### config.mk
export PLATFORM = sky130hd
export DESIGN_NAME = i2c_controller
export DESIGN_NICKNAME = d
export VERILOG_FILES = /design/src/rtl/i2c_controller.sv
export SDC_FILE = /design/constraint.sdc
export NUM_CORES = 1
export LEC_CHECK = 0
export CAP_MARGIN = 20
export CELL_PAD_IN_SITES_DETAIL_PLACEMENT = 0
export CELL_PAD_IN_SITES_GLOBAL_PLACEMENT = 1
export CORE_MARGIN = 3
export CORE_UTILIZATION = 23
export CTS_CLUSTER_DIAMETER = 30
export DETAILED_ROUTE_END_ITERATION = 7
export PLACE_DENSITY = 0.45
export SLEW_MARGIN = 20
export SYNTH_ARGS = -nofsm -noshare
export SYNTH_HDL_FRONTEND = slang
export SYNTH_SLANG_ARGS = --single-unit
export TNS_END_PERCENT = 100
### constraint.sdc
create_clock -name clk -period 3.2 [get_ports clk]
set_clock_uncertainty 0.05 [all_clocks]
set_input_delay 0.64 -clock clk [delete_from_list [all_inputs] [get_ports clk]]
set_output_delay 0.64 -clock clk [all_outputs]
set_load 0.005 [all_outputs]
### src/rtl/i2c_controller.sv
// Single-byte I2C initiator: START, {addr,rw}, target ACK, one data byte, ACK/NACK, STOP.
// Line outputs are registered and decoded from next-state values so they change with the state.
module i2c_controller #(
    parameter int CLK_DIV = 4
) (
    input  logic       clk,
    input  logic       reset,
    input  logic       start,
    input  logic       rw,
    input  logic [6:0] addr,
    input  logic [7:0] wdata,
    output logic [7:0] rdata,
    output logic       busy,
    output logic       done,
    output logic       ack_error,
    output logic       scl_out,
    output logic       sda_out,
    output logic       sda_oe,
    input  logic       sda_in
);
    typedef enum logic [2:0] {
        IDLE, START, ADDR, ADDR_ACK, DATA, DATA_ACK, STOP, DONE
    } state_t;

    localparam logic [7:0] QMAX = 8'(CLK_DIV - 1);

    state_t     state_q, state_d;
    logic [7:0] qcnt_q, qcnt_d;
    logic [1:0] quarter_q, quarter_d;
    logic [2:0] bit_q, bit_d;
    logic [7:0] abyte_q, abyte_d;
    logic [7:0] wdata_q, wdata_d;
    logic [7:0] rdata_q, rdata_d;
    logic       ack_error_q, ack_error_d;
    logic       busy_q, busy_d;
    logic       done_q, done_d;
    logic       scl_q, scl_d;
    logic       sda_q, sda_d;
    logic       oe_q, oe_d;
    logic       quarter_end, slot_end, sample;

    always_comb begin
        quarter_end = (qcnt_q == QMAX);
        slot_end    = quarter_end && (quarter_q == 2'd3);
        sample      = quarter_end && (quarter_q == 2'd2);

        state_d     = state_q;
        qcnt_d      = qcnt_q;
        quarter_d   = quarter_q;
        bit_d       = bit_q;
        abyte_d     = abyte_q;
        wdata_d     = wdata_q;
        rdata_d     = rdata_q;
        ack_error_d = ack_error_q;

        if (state_q == IDLE || state_q == DONE) begin
            state_d = IDLE;
            if (start) begin
                state_d     = START;
                qcnt_d      = 8'd0;
                quarter_d   = 2'd0;
                bit_d       = 3'd0;
                abyte_d     = {addr, rw};
                wdata_d     = wdata;
                ack_error_d = 1'b0;
            end
        end else begin
            qcnt_d = quarter_end ? 8'd0 : qcnt_q + 8'd1;
            if (quarter_end) quarter_d = quarter_q + 2'd1;

            // abyte_q[0] is the latched R/W bit
            if (sample) begin
                case (state_q)
                    ADDR_ACK: if (sda_in) ack_error_d = 1'b1;
                    DATA:     if (abyte_q[0]) rdata_d = {rdata_q[6:0], sda_in};
                    DATA_ACK: if (!abyte_q[0] && sda_in) ack_error_d = 1'b1;
                    default:  ;
                endcase
            end

            if (slot_end) begin
                case (state_q)
                    START:    state_d = ADDR;
                    ADDR: begin
                        bit_d = bit_q + 3'd1;
                        if (bit_q == 3'd7) state_d = ADDR_ACK;
                    end
                    ADDR_ACK: state_d = ack_error_q ? STOP : DATA;
                    DATA: begin
                        bit_d = bit_q + 3'd1;
                        if (bit_q == 3'd7) state_d = DATA_ACK;
                    end
                    DATA_ACK: state_d = STOP;
                    STOP:     state_d = DONE;
                    default:  state_d = IDLE;
                endcase
            end
        end

        busy_d = !(state_d == IDLE || state_d == DONE);
        done_d = (state_d == DONE);
        scl_d  = 1'b1;
        sda_d  = 1'b1;
        oe_d   = 1'b0;
        case (state_d)
            START: begin
                oe_d  = 1'b1;
                sda_d = !quarter_d[1];
            end
            ADDR: begin
                scl_d = quarter_d[1];
                oe_d  = 1'b1;
                sda_d = abyte_d[3'd7 - bit_d];
            end
            ADDR_ACK: scl_d = quarter_d[1];
            DATA: begin
                scl_d = quarter_d[1];
                oe_d  = !abyte_d[0];
                sda_d = abyte_d[0] ? 1'b1 : wdata_d[3'd7 - bit_d];
            end
            // a read ends with the controller driving NACK (sda stays 1)
            DATA_ACK: begin
                scl_d = quarter_d[1];
                oe_d  = abyte_d[0];
            end
            STOP: begin
                scl_d = quarter_d[1];
                oe_d  = 1'b1;
                sda_d = (quarter_d == 2'd3);
            end
            default: ;
        endcase
    end

    always_ff @(posedge clk or posedge reset) begin
        if (reset) begin
            state_q     <= IDLE;
            qcnt_q      <= 8'd0;
            quarter_q   <= 2'd0;
            bit_q       <= 3'd0;
            rdata_q     <= 8'd0;
            ack_error_q <= 1'b0;
            busy_q      <= 1'b0;
            done_q      <= 1'b0;
            scl_q       <= 1'b1;
            sda_q       <= 1'b1;
            oe_q        <= 1'b0;
        end else begin
            state_q     <= state_d;
            qcnt_q      <= qcnt_d;
            quarter_q   <= quarter_d;
            bit_q       <= bit_d;
            rdata_q     <= rdata_d;
            ack_error_q <= ack_error_d;
            busy_q      <= busy_d;
            done_q      <= done_d;
            scl_q       <= scl_d;
            sda_q       <= sda_d;
            oe_q        <= oe_d;
        end
    end

    // request operands are only consumed while busy, so they need no reset
    always_ff @(posedge clk) begin
        abyte_q <= abyte_d;
        wdata_q <= wdata_d;
    end

    assign rdata     = rdata_q;
    assign busy      = busy_q;
    assign done      = done_q;
    assign ack_error = ack_error_q;
    assign scl_out   = scl_q;
    assign sda_out   = sda_q;
    assign sda_oe    = oe_q;
endmodule

# == Yosys cells after proc, flatten, opt, wreduce, memory -nomap -nowiden ==
# Cells that the tools add are included.
# classes
bitwise,1
add_sub_neg,4
muxes,35
reduce_logical,18
eq_ne,22
n_lt_le_gt_ge,1
# op_table
op,n
2-to-1 mux 8 bit,7
"equality test 3 bit, second input constant",9
2-to-1 mux 3 bit,8
case mux 3 bit (6 select lines),1
"equality test 3 x 2 -> 1 bit, second input constant",4
2-to-1 mux 1 bit,10
"adder 8 x 1 -> 8 bit, second input constant",1
"equality test 8 x 2 -> 1 bit, second input constant",1
2-to-1 mux 2 bit,4
binary-select mux 1 bit (select 3 bit),2
"equality test 2 bit, second input constant",3
"equality test 3 x 1 -> 1 bit, second input constant",2
zero test 3 bit,2
"inequality test 3 bit, second input constant",2
AND reduction 5 bit,1
OR reduction 5 bit,1
zero test 1 bit,4
"< comparator 3 x 4 -> 1 bit, second input constant",1
case mux 1 bit (4 select lines),1
AND reduction 4 bit,1
"adder 3 x 1 -> 3 bit, second input constant",1
logical AND 1 bit,3
case mux 1 bit (3 select lines),1
nonzero test 3 bit,1
other kinds (9),10
# word_totals
out_inout_bits,14
elab_cells,94
input_bits,20
reg_bits,46

# == Longest topological paths before layout ==
# Gate-level depths: netlist (run 1).
# depth
ltp_word,10
ltp_mapped,9
mapped_depth_nobuf,9

# == Worst setup path before layout (run 1) ==
# No wires, ideal clock.
# synth_timing
path_type,input port to flip-flop
start,input start
end,register sda_q (netlist: sda_out)
path_slack_ns,0.710
setup_time_ns,0.082
t_arrival_ns,2.358
stages,9
required_ns,3.068
n_path_buf,2
path_cell_list,nor4b_2 or2_1 buf_4 buf_4 mux2_2 o21ai_1 o32ai_1 o22a_1 a211o_1
# synth_via
word_cells_on_any_way,23
cone_classes,1 x add/sub; 5 x eq/ne; 16 x mux; 1 x reduce/logical
# synth_rtl
element,line_no,source
from (decl),8,"input logic start,"
2-to-1 mux 8 bit,58,if (start) begin
2-to-1 mux 8 bit,56,if (state_q == IDLE || state_q == DONE) begin
net wdata_d[3],32,"logic [7:0] wdata_q, wdata_d;"
binary-select mux 1 bit (select 3 bit),119,sda_d = abyte_d[0] ? 1'b1 : wdata_d[3'd7 - bit_d];
2-to-1 mux 1 bit (implied by the code),119,
2-to-1 mux 1 bit,119,
case mux 1 bit (4 select lines),105,case (state_d)
net sda_d,38,"logic sda_q, sda_d;"
to (signal assigned),146,sda_q <= 1'b1;
to (signal assigned),158,sda_q <= sda_d;
to (decl),38,
# The timed path passes the listed nets, and every way through them passes these cells. The select of a mux whose other input is x is not followed.
# A chain may end at the register's enable or synchronous reset.

# == Final worst setup path (run 1) ==
# Same ends and word-level chain as after synthesis.

==> flow_summary_export.csv, run 1 <==
group,metric,value,unit
global_route,grt_pass1_wl,9.094,mm
synth,synthXorXnorAreaFrac,0.007701,
synth,ys_warn_count,0,
cts,clk_path_buf_depth,2,
synth,synth_edf_count,0,
synth,synth_top_family_by_area,"simple AND/OR/NAND/NOR gates",
critical_path,crit_path_end_kind,"flip-flop",
timing,maxSlewHeadroom,0.4954,
route,dr_total_vias,1694,
timing,worst_slew_pin_slew,0.7541,ns
timing,clock.fmax,360.6,MHz
critical_path,setup.worst_path.class,"in2reg",
synth,syn_area,2275,sq um
placement,place_ws,0.07161,ns
critical_path,start_kind,"primary input",
cts,cts_buffers,5,
power_and_ir_drop,p_total,0.002106,W
synth,synthSimpleGateAreaFrac,0.1793,
global_route,grt_pass1_vias,1792,
floorplan,start_util,0.2416,
placement,finalWeightedCongestion,0.7204,
synth,syn_inst,208,
synth,synthAdderAreaFrac,0.03190,
final_layout,antenna_cells,0,
cts,clk_pin_slew,0.09,ns
cts,ctsRootBufferMaster,"clkbuf_8",
timing,slew_viol_final,0,
route,postRouteAntennaNets,0,
synth,async_flop_share,0.6522,
timing,fin_tns_setup,0,ns
final_layout,drive_gt1_frac,0.2302,
timing,rsz0062_at_grt,"false",
placement,io_buffers,33,
synth,yosysTopAreaCellShare,0.3080,
route,dr.pass1.iters,4,
timing,hold_viol,0,
hold_path,hold_depth,1,
synth,syn_nets,233,
synth,synthMuxAreaShare,0.1518,
final_layout,syn_to_final_growth,27.01,%
final_layout,fillers,997,
synth,synth.avg_cell_area,10.94,sq um
critical_path,r2r-start,"qcnt_q[0]$_DFFE_PP0P_",
timing,finalCriticalPeriod,2.773,ns
global_route,track_usage,0.1017,
timing,setup_slack,0.4272,ns
floorplan,io_pins,34,
critical_path,r2r_cells,10,
cts,clk_latency,0.30,ns
cts,htreeDepth,2,
route,viasPerCell,4.446,
final_layout,fin_util,0.3068,
critical_path,r2r_end,"sda_out$_DFF_PP1_",
global_route,antenna_found_initial,0,
critical_path,r2r_slack,0.60,ns
critical_path,crit_required,3.38,ns
final_layout,multiInputGateArea,1131,sq um
power_and_ir_drop,p_leak,1.241,nW
cts,clock-sinks,46,
synth,seq_area_frac_synth,0.4719,
synth,ys.flop_type,"dfrtp_1",
critical_path,arrival,2.95,ns
global_route,grt_max_degree,23,
synth,yosysTopAreaCell,"dfrtp_1",
hold_path,hold_path_class,"reg2reg",
global_route,overflow,0,
timing,finalSetupViolations,0,
power_and_ir_drop,ir_drop,0.2718,mV
synth,synth_compound_area_frac,0.1265,
cts,post_cts_buffers,0,
cts,cts_hold_buf,0,
floorplan,fp.dieArea,11120,sq um
final_layout,final_common_cell,"clkdlybuf4s50_1",
route,wl_per_cell,14.15,um
run,drv_cap,0,
cts,cts_tree,"done",
floorplan,dieWidth,105.5,um
placement,hpwl,3.954,mm
hold_path,hp-start,"abyte_q[4]$_DFF_P_",
route,initialDrtViolationCount,50,
final_layout,final_cell_mix,"clkdlybuf4s50_1, dfrtp_1, mux2_2",
synth,yosys.cell_types.count,51,
critical_path,worstPathMaxFanout,18,
hold_path,min_to,"abyte_q[4]$_DFF_P_",
timing,fin_crit_sh,0.8665,
route,drc,0,
floorplan,core_area,9415,sq um
floorplan,rows,35,
final_layout,seqCellArea,1074,sq um
cts,cts.repair.resized,0,
power_and_ir_drop,powerDensity,729.1,nW/um^2
synth,ys_ff_latch,46,
floorplan,die_h,105.5,um
final_layout,fin_nets,276,
outcome,status,"finished clean",
synth,synthTopCellsByArea,"dfrtp_1, dfxtp_1, mux2_2",
route,wl,5.390,mm
## critical path: stages
cell	delay (ns)
clkdlybuf4s50_1	0.51
nor4b_2	0.36
or2_1	0.20
buf_12	0.18
mux2_2	0.35
o21ai_0	0.16
o32ai_1	0.11
o22a_1	0.18
a211o_1	0.25
## power by group
part           total, W  internal (W)  switching (W)
Sequential     0.000915      0.000770       0.000145
Clock          0.000354      0.000152       0.000202
Combinational  0.000837      0.000426       0.000411
Total           0.00211       0.00135       0.000758
## cell usage after synthesis, types with 3 or more instances
cell type	count
nor2_1	15
inv_1	8
a31oi_1	3
dfxtp_1	16
o21ai_0	18
buf_4	3
mux2_2	23
a21oi_1	4
nor3_1	8
ha_1	5
nand2_2	3
nand2_1	12
dfrtp_1	28
mux2i_1	5
nand3_1	6
and3_1	8
## state kept, by name (all words and copies together) (netlist names), 2 cells and up
name       cells
state_q        3
qcnt_q         8
quarter_q      2
rdata          8
abyte_q        8
bit_q          3
wdata_q        8
## cells by family after synthesis
| family | after synthesis |
|---|---|
| and+or+nand+nor | 67 |
| DFF | 46 |
| AOI/OAI and AO/OA | 42 |
| muxes | 30 |
| buffers and inverters | 15 |
| adders and majority gates | 6 |
| xor gates and xnor gates | 2 |
## per-stage QoR
stage / instance area [sq um] / hold WS, ns / instances
3_3_place_gp: 2806 / 0.4084 / 373
4_1_cts: 2889 / 0.4338 / 381
5_1_grt: 2889 / 0.4463 / 381
3_5_place_dp: 2806 / 0.4137 / 373
2_1_floorplan: 2275 / 0.3966 / 208
6_report: 2889 / 0.4287 / 381
## routing by layer
layer  up-vias  GRT usage  share of wire
met3         2    0.02449          0.035
met1       827     0.1279           0.47
met5         -          0              0
li1        838          -              -
met4         0    0.02249         0.0045
met2        27     0.1758           0.49
## how the worst max path moves through the flow
stage | from | endpoint | slack [ns]
floorplan | start | sda_out$_DFF_PP1_ | 0.71
global placement | start | sda_out$_DFF_PP1_ | 0.10
detailed placement | start | sda_out$_DFF_PP1_ | 0.07
CTS | start | sda_out$_DFF_PP1_ | 0.39
global route | start | sda_out$_DFF_PP1_ | 0.27
finish | start | sda_out$_DFF_PP1_ | 0.43
## layout make-up
type	count	share of cell area
Multi-Input combinational cell	147	0.3915
Sequential cell	46	0.3716
Timing Repair Buffer	41	0.1395
Tap cell	129	0.05587
Clock buffer	6	0.02512
Inverter	10	0.01299
Clock inverter	2	0.003465
No activity file was read; power rests on OpenSTA's default activity.
==> inputs of run 2 (changes only) <==
--- a/config.mk
+++ b/config.mk
@@ -6,13 +6,13 @@
 export NUM_CORES = 1
 export LEC_CHECK = 0
 export CAP_MARGIN = 20
-export CELL_PAD_IN_SITES_DETAIL_PLACEMENT = 0
-export CELL_PAD_IN_SITES_GLOBAL_PLACEMENT = 1
+export CELL_PAD_IN_SITES_DETAIL_PLACEMENT = 2
+export CELL_PAD_IN_SITES_GLOBAL_PLACEMENT = 2
 export CORE_MARGIN = 3
-export CORE_UTILIZATION = 23
+export CORE_UTILIZATION = 37
 export CTS_CLUSTER_DIAMETER = 30
 export DETAILED_ROUTE_END_ITERATION = 7
-export PLACE_DENSITY = 0.45
+export PLACE_DENSITY = 0.8
 export SLEW_MARGIN = 20
 export SYNTH_ARGS = -nofsm -noshare
 export SYNTH_HDL_FRONTEND = slang
==> constraint.sdc (replaced) <==
create_clock -name clk -period 3.5 [get_ports clk]
set_clock_uncertainty 0.05 [all_clocks]
set_input_delay 0.7 -clock clk [delete_from_list [all_inputs] [get_ports clk]]
set_output_delay 0.7 -clock clk [all_outputs]
set_load 0.005 [all_outputs]
==> run 2 against run 1 <==
Sequential power is 7.8% lower. Clock-buffer cell count up 1. Clock power up 5.9%. Wire length up 3.2%. Worst setup slack improved by 0.24 ns. Combinational power shrank 11%. Hold slack gained 0.0019 ns. Final area down 2.9%. Largest cell class unchanged. Largest power group unchanged.
==> flow_summary_export.csv, run 2 (synthesized netlist as in run 1, its figures left out) <==
group,metric,value,unit
outcome,status,"finished clean",
timing,fin_tns_setup,0,ns
global_route,overflow,0,
cts,cts.repair.resized,0,
floorplan,die_h,84.41,um
placement,hpwl,4.142,mm
critical_path,slowest_delay,0.51,ns
floorplan,io_pins,34,
cts,clk_pin_slew,0.09,ns
final_layout,fin_nets,273,
cts,ctsRootBufferMaster,"clkbuf_8",
route,wl_per_cell,17.33,um
critical_path,r2r_end,"sda_out$_DFF_PP1_",
critical_path,setup.worst_path.class,"in2reg",
route,viasPerCell,5.383,
timing,clock.fmax,353.4,MHz
critical_path,crit_slowest_cell,"clkdlybuf4s50_1",
run,drv_cap,0,
global_route,track_usage,0.1658,
cts,htreeDepth,2,
floorplan,core_area,5709,sq um
floorplan,dieWidth,84.41,um
route,wl,5.564,mm
cts,cts_buffers,5,
critical_path,crit_path_end_kind,"flip-flop",
critical_path,crit_required,3.69,ns
placement,io_buffers,33,
final_layout,design_area,2804,sq um
timing,maxSlewHeadroom,0.5186,
route,postRouteAntennaNets,0,
placement,dp.cells,313,
timing,worst_slew_pin_slew,0.7195,ns
critical_path,cp_cell_sequence,"clkdlybuf4s50_1 -> nor4b_2 -> or2_1 -> buf_4 -> mux2_2 -> o21ai_0 -> o221a_2 -> nor4b_1 -> a211o_1",
timing,fin_crit_sh,0.8084,
final_layout,final_common_cell,"clkdlybuf4s50_1",
critical_path,crit_start,"start",
power_and_ir_drop,ir_drop,0.2963,mV
timing,rsz0062_at_grt,"false",
critical_path,arrival,3.02,ns
critical_path,crit_family,"buffers and inverters",
critical_path,crit_end,"sda_out$_DFF_PP1_",
critical_path,cp_num_buf_inv,2,
route,drc,0,
floorplan,start_util,0.3984,
cts,post_cts_buffers,0,
power_and_ir_drop,powerDensity,701.6,nW/um^2
placement,postPlaceCellArea,2700,sq um
floorplan,rows,27,
timing,finalSetupViolations,0,
critical_path,worstPathMaxFanout,17,
route,dr.pass1.iters,4,
final_layout,final_cell_mix,"clkdlybuf4s50_1, dfrtp_1, mux2_2",
timing,slew_viol_final,0,
cts,cts_hold_buf,0,
route,initialDrtViolationCount,39,
cts,clock-sinks,46,
final_layout,antenna_cells,0,
placement,finalWeightedCongestion,0.6994,
critical_path,r2r_slack,0.86,ns
hold_path,hold_path_class,"reg2reg",
final_layout,layoutNonFillerInstCount,321,
global_route,grt_pass1_vias,1829,
floorplan,fp.dieArea,7124,sq um
timing,hold_viol,0,
global_route,grt_max_degree,31,
hold_path,hold_depth,1,
cts,clk_latency,0.30,ns
global_route,antenna_found_initial,0,
final_layout,syn_to_final_growth,23.27,%
timing,finalCriticalPeriod,2.830,ns
global_route,grt_pass1_wl,9.446,mm
final_layout,fin_util,0.4911,
critical_path,cp_num_cells,9,
cts,clk_path_buf_depth,2,
power_and_ir_drop,p_leak,1.232,nW
final_layout,drive_gt1_frac,0.2209,
cts,cts_tree,"done",
timing,fin_hold_ws,0.4306,ns
critical_path,r2r_cells,9,
critical_path,start_kind,"primary input",
critical_path,r2r-start,"quarter_q[0]$_DFF_PP0_",
route,dr_total_vias,1728,
[run 2: cell count changes in the layout (fill, tap and decap cells not counted), sizes merged]
cell,delta
buf,-3
inv,+1
clkinv,-2
clkbuf,+1
[run 2: how the worst min path moves through the flow]
stage	start	end	slack, ns
after floorplan	wdata_q[7]$_DFF_P_	wdata_q[7]$_DFF_P_	0.40
after global placement	wdata_q[7]$_DFF_P_	wdata_q[7]$_DFF_P_	0.41
after detailed placement	abyte_q[1]$_DFF_P_	abyte_q[1]$_DFF_P_	0.41
after CTS	abyte_q[1]$_DFF_P_	abyte_q[1]$_DFF_P_	0.44
after global routing	abyte_q[1]$_DFF_P_	abyte_q[1]$_DFF_P_	0.45
final	abyte_q[5]$_DFF_P_	abyte_q[5]$_DFF_P_	0.43
[run 2: per-layer routing]
layer  up-vias  wire (um)  GRT usage
met5         -          0          0
met3         5        219    0.04318
li1        832          -          -
met2        29       2879     0.3013
met4         0         59    0.03453
met1       862       2406     0.1971
[run 2: layout make-up]
type                    count  area, sq um
clock buffers               7        97.59
clock inverters             1        6.256
fillers                   605         2905
inverters                  10        37.54
multi-input cells         147         1131
flip-flops and latches     46         1074
well taps                  72        90.09
repair buffers             38        367.9
[run 2: stage by stage]
step | worst slack [ns] | power, W
floorplan | 0.9503 | 0.001362
global route | 0.4594 | 0.002141
finish | 0.6704 | 0.001967
detailed placement | 0.3091 | 0.001610
global placement | 0.3882 | 0.001571
CTS | 0.6460 | 0.001998
[run 2: power breakdown]
| part | leakage, nW | internal, W | switching [W] |
|---|---|---|---|
| Sequential | 0.518 | 0.000705 | 0.000139 |
| Clock | 0.0539 | 0.000185 | 0.000190 |
| Combinational | 0.661 | 0.000368 | 0.000380 |
| Total | 1.23 | 0.00126 | 0.000709 |
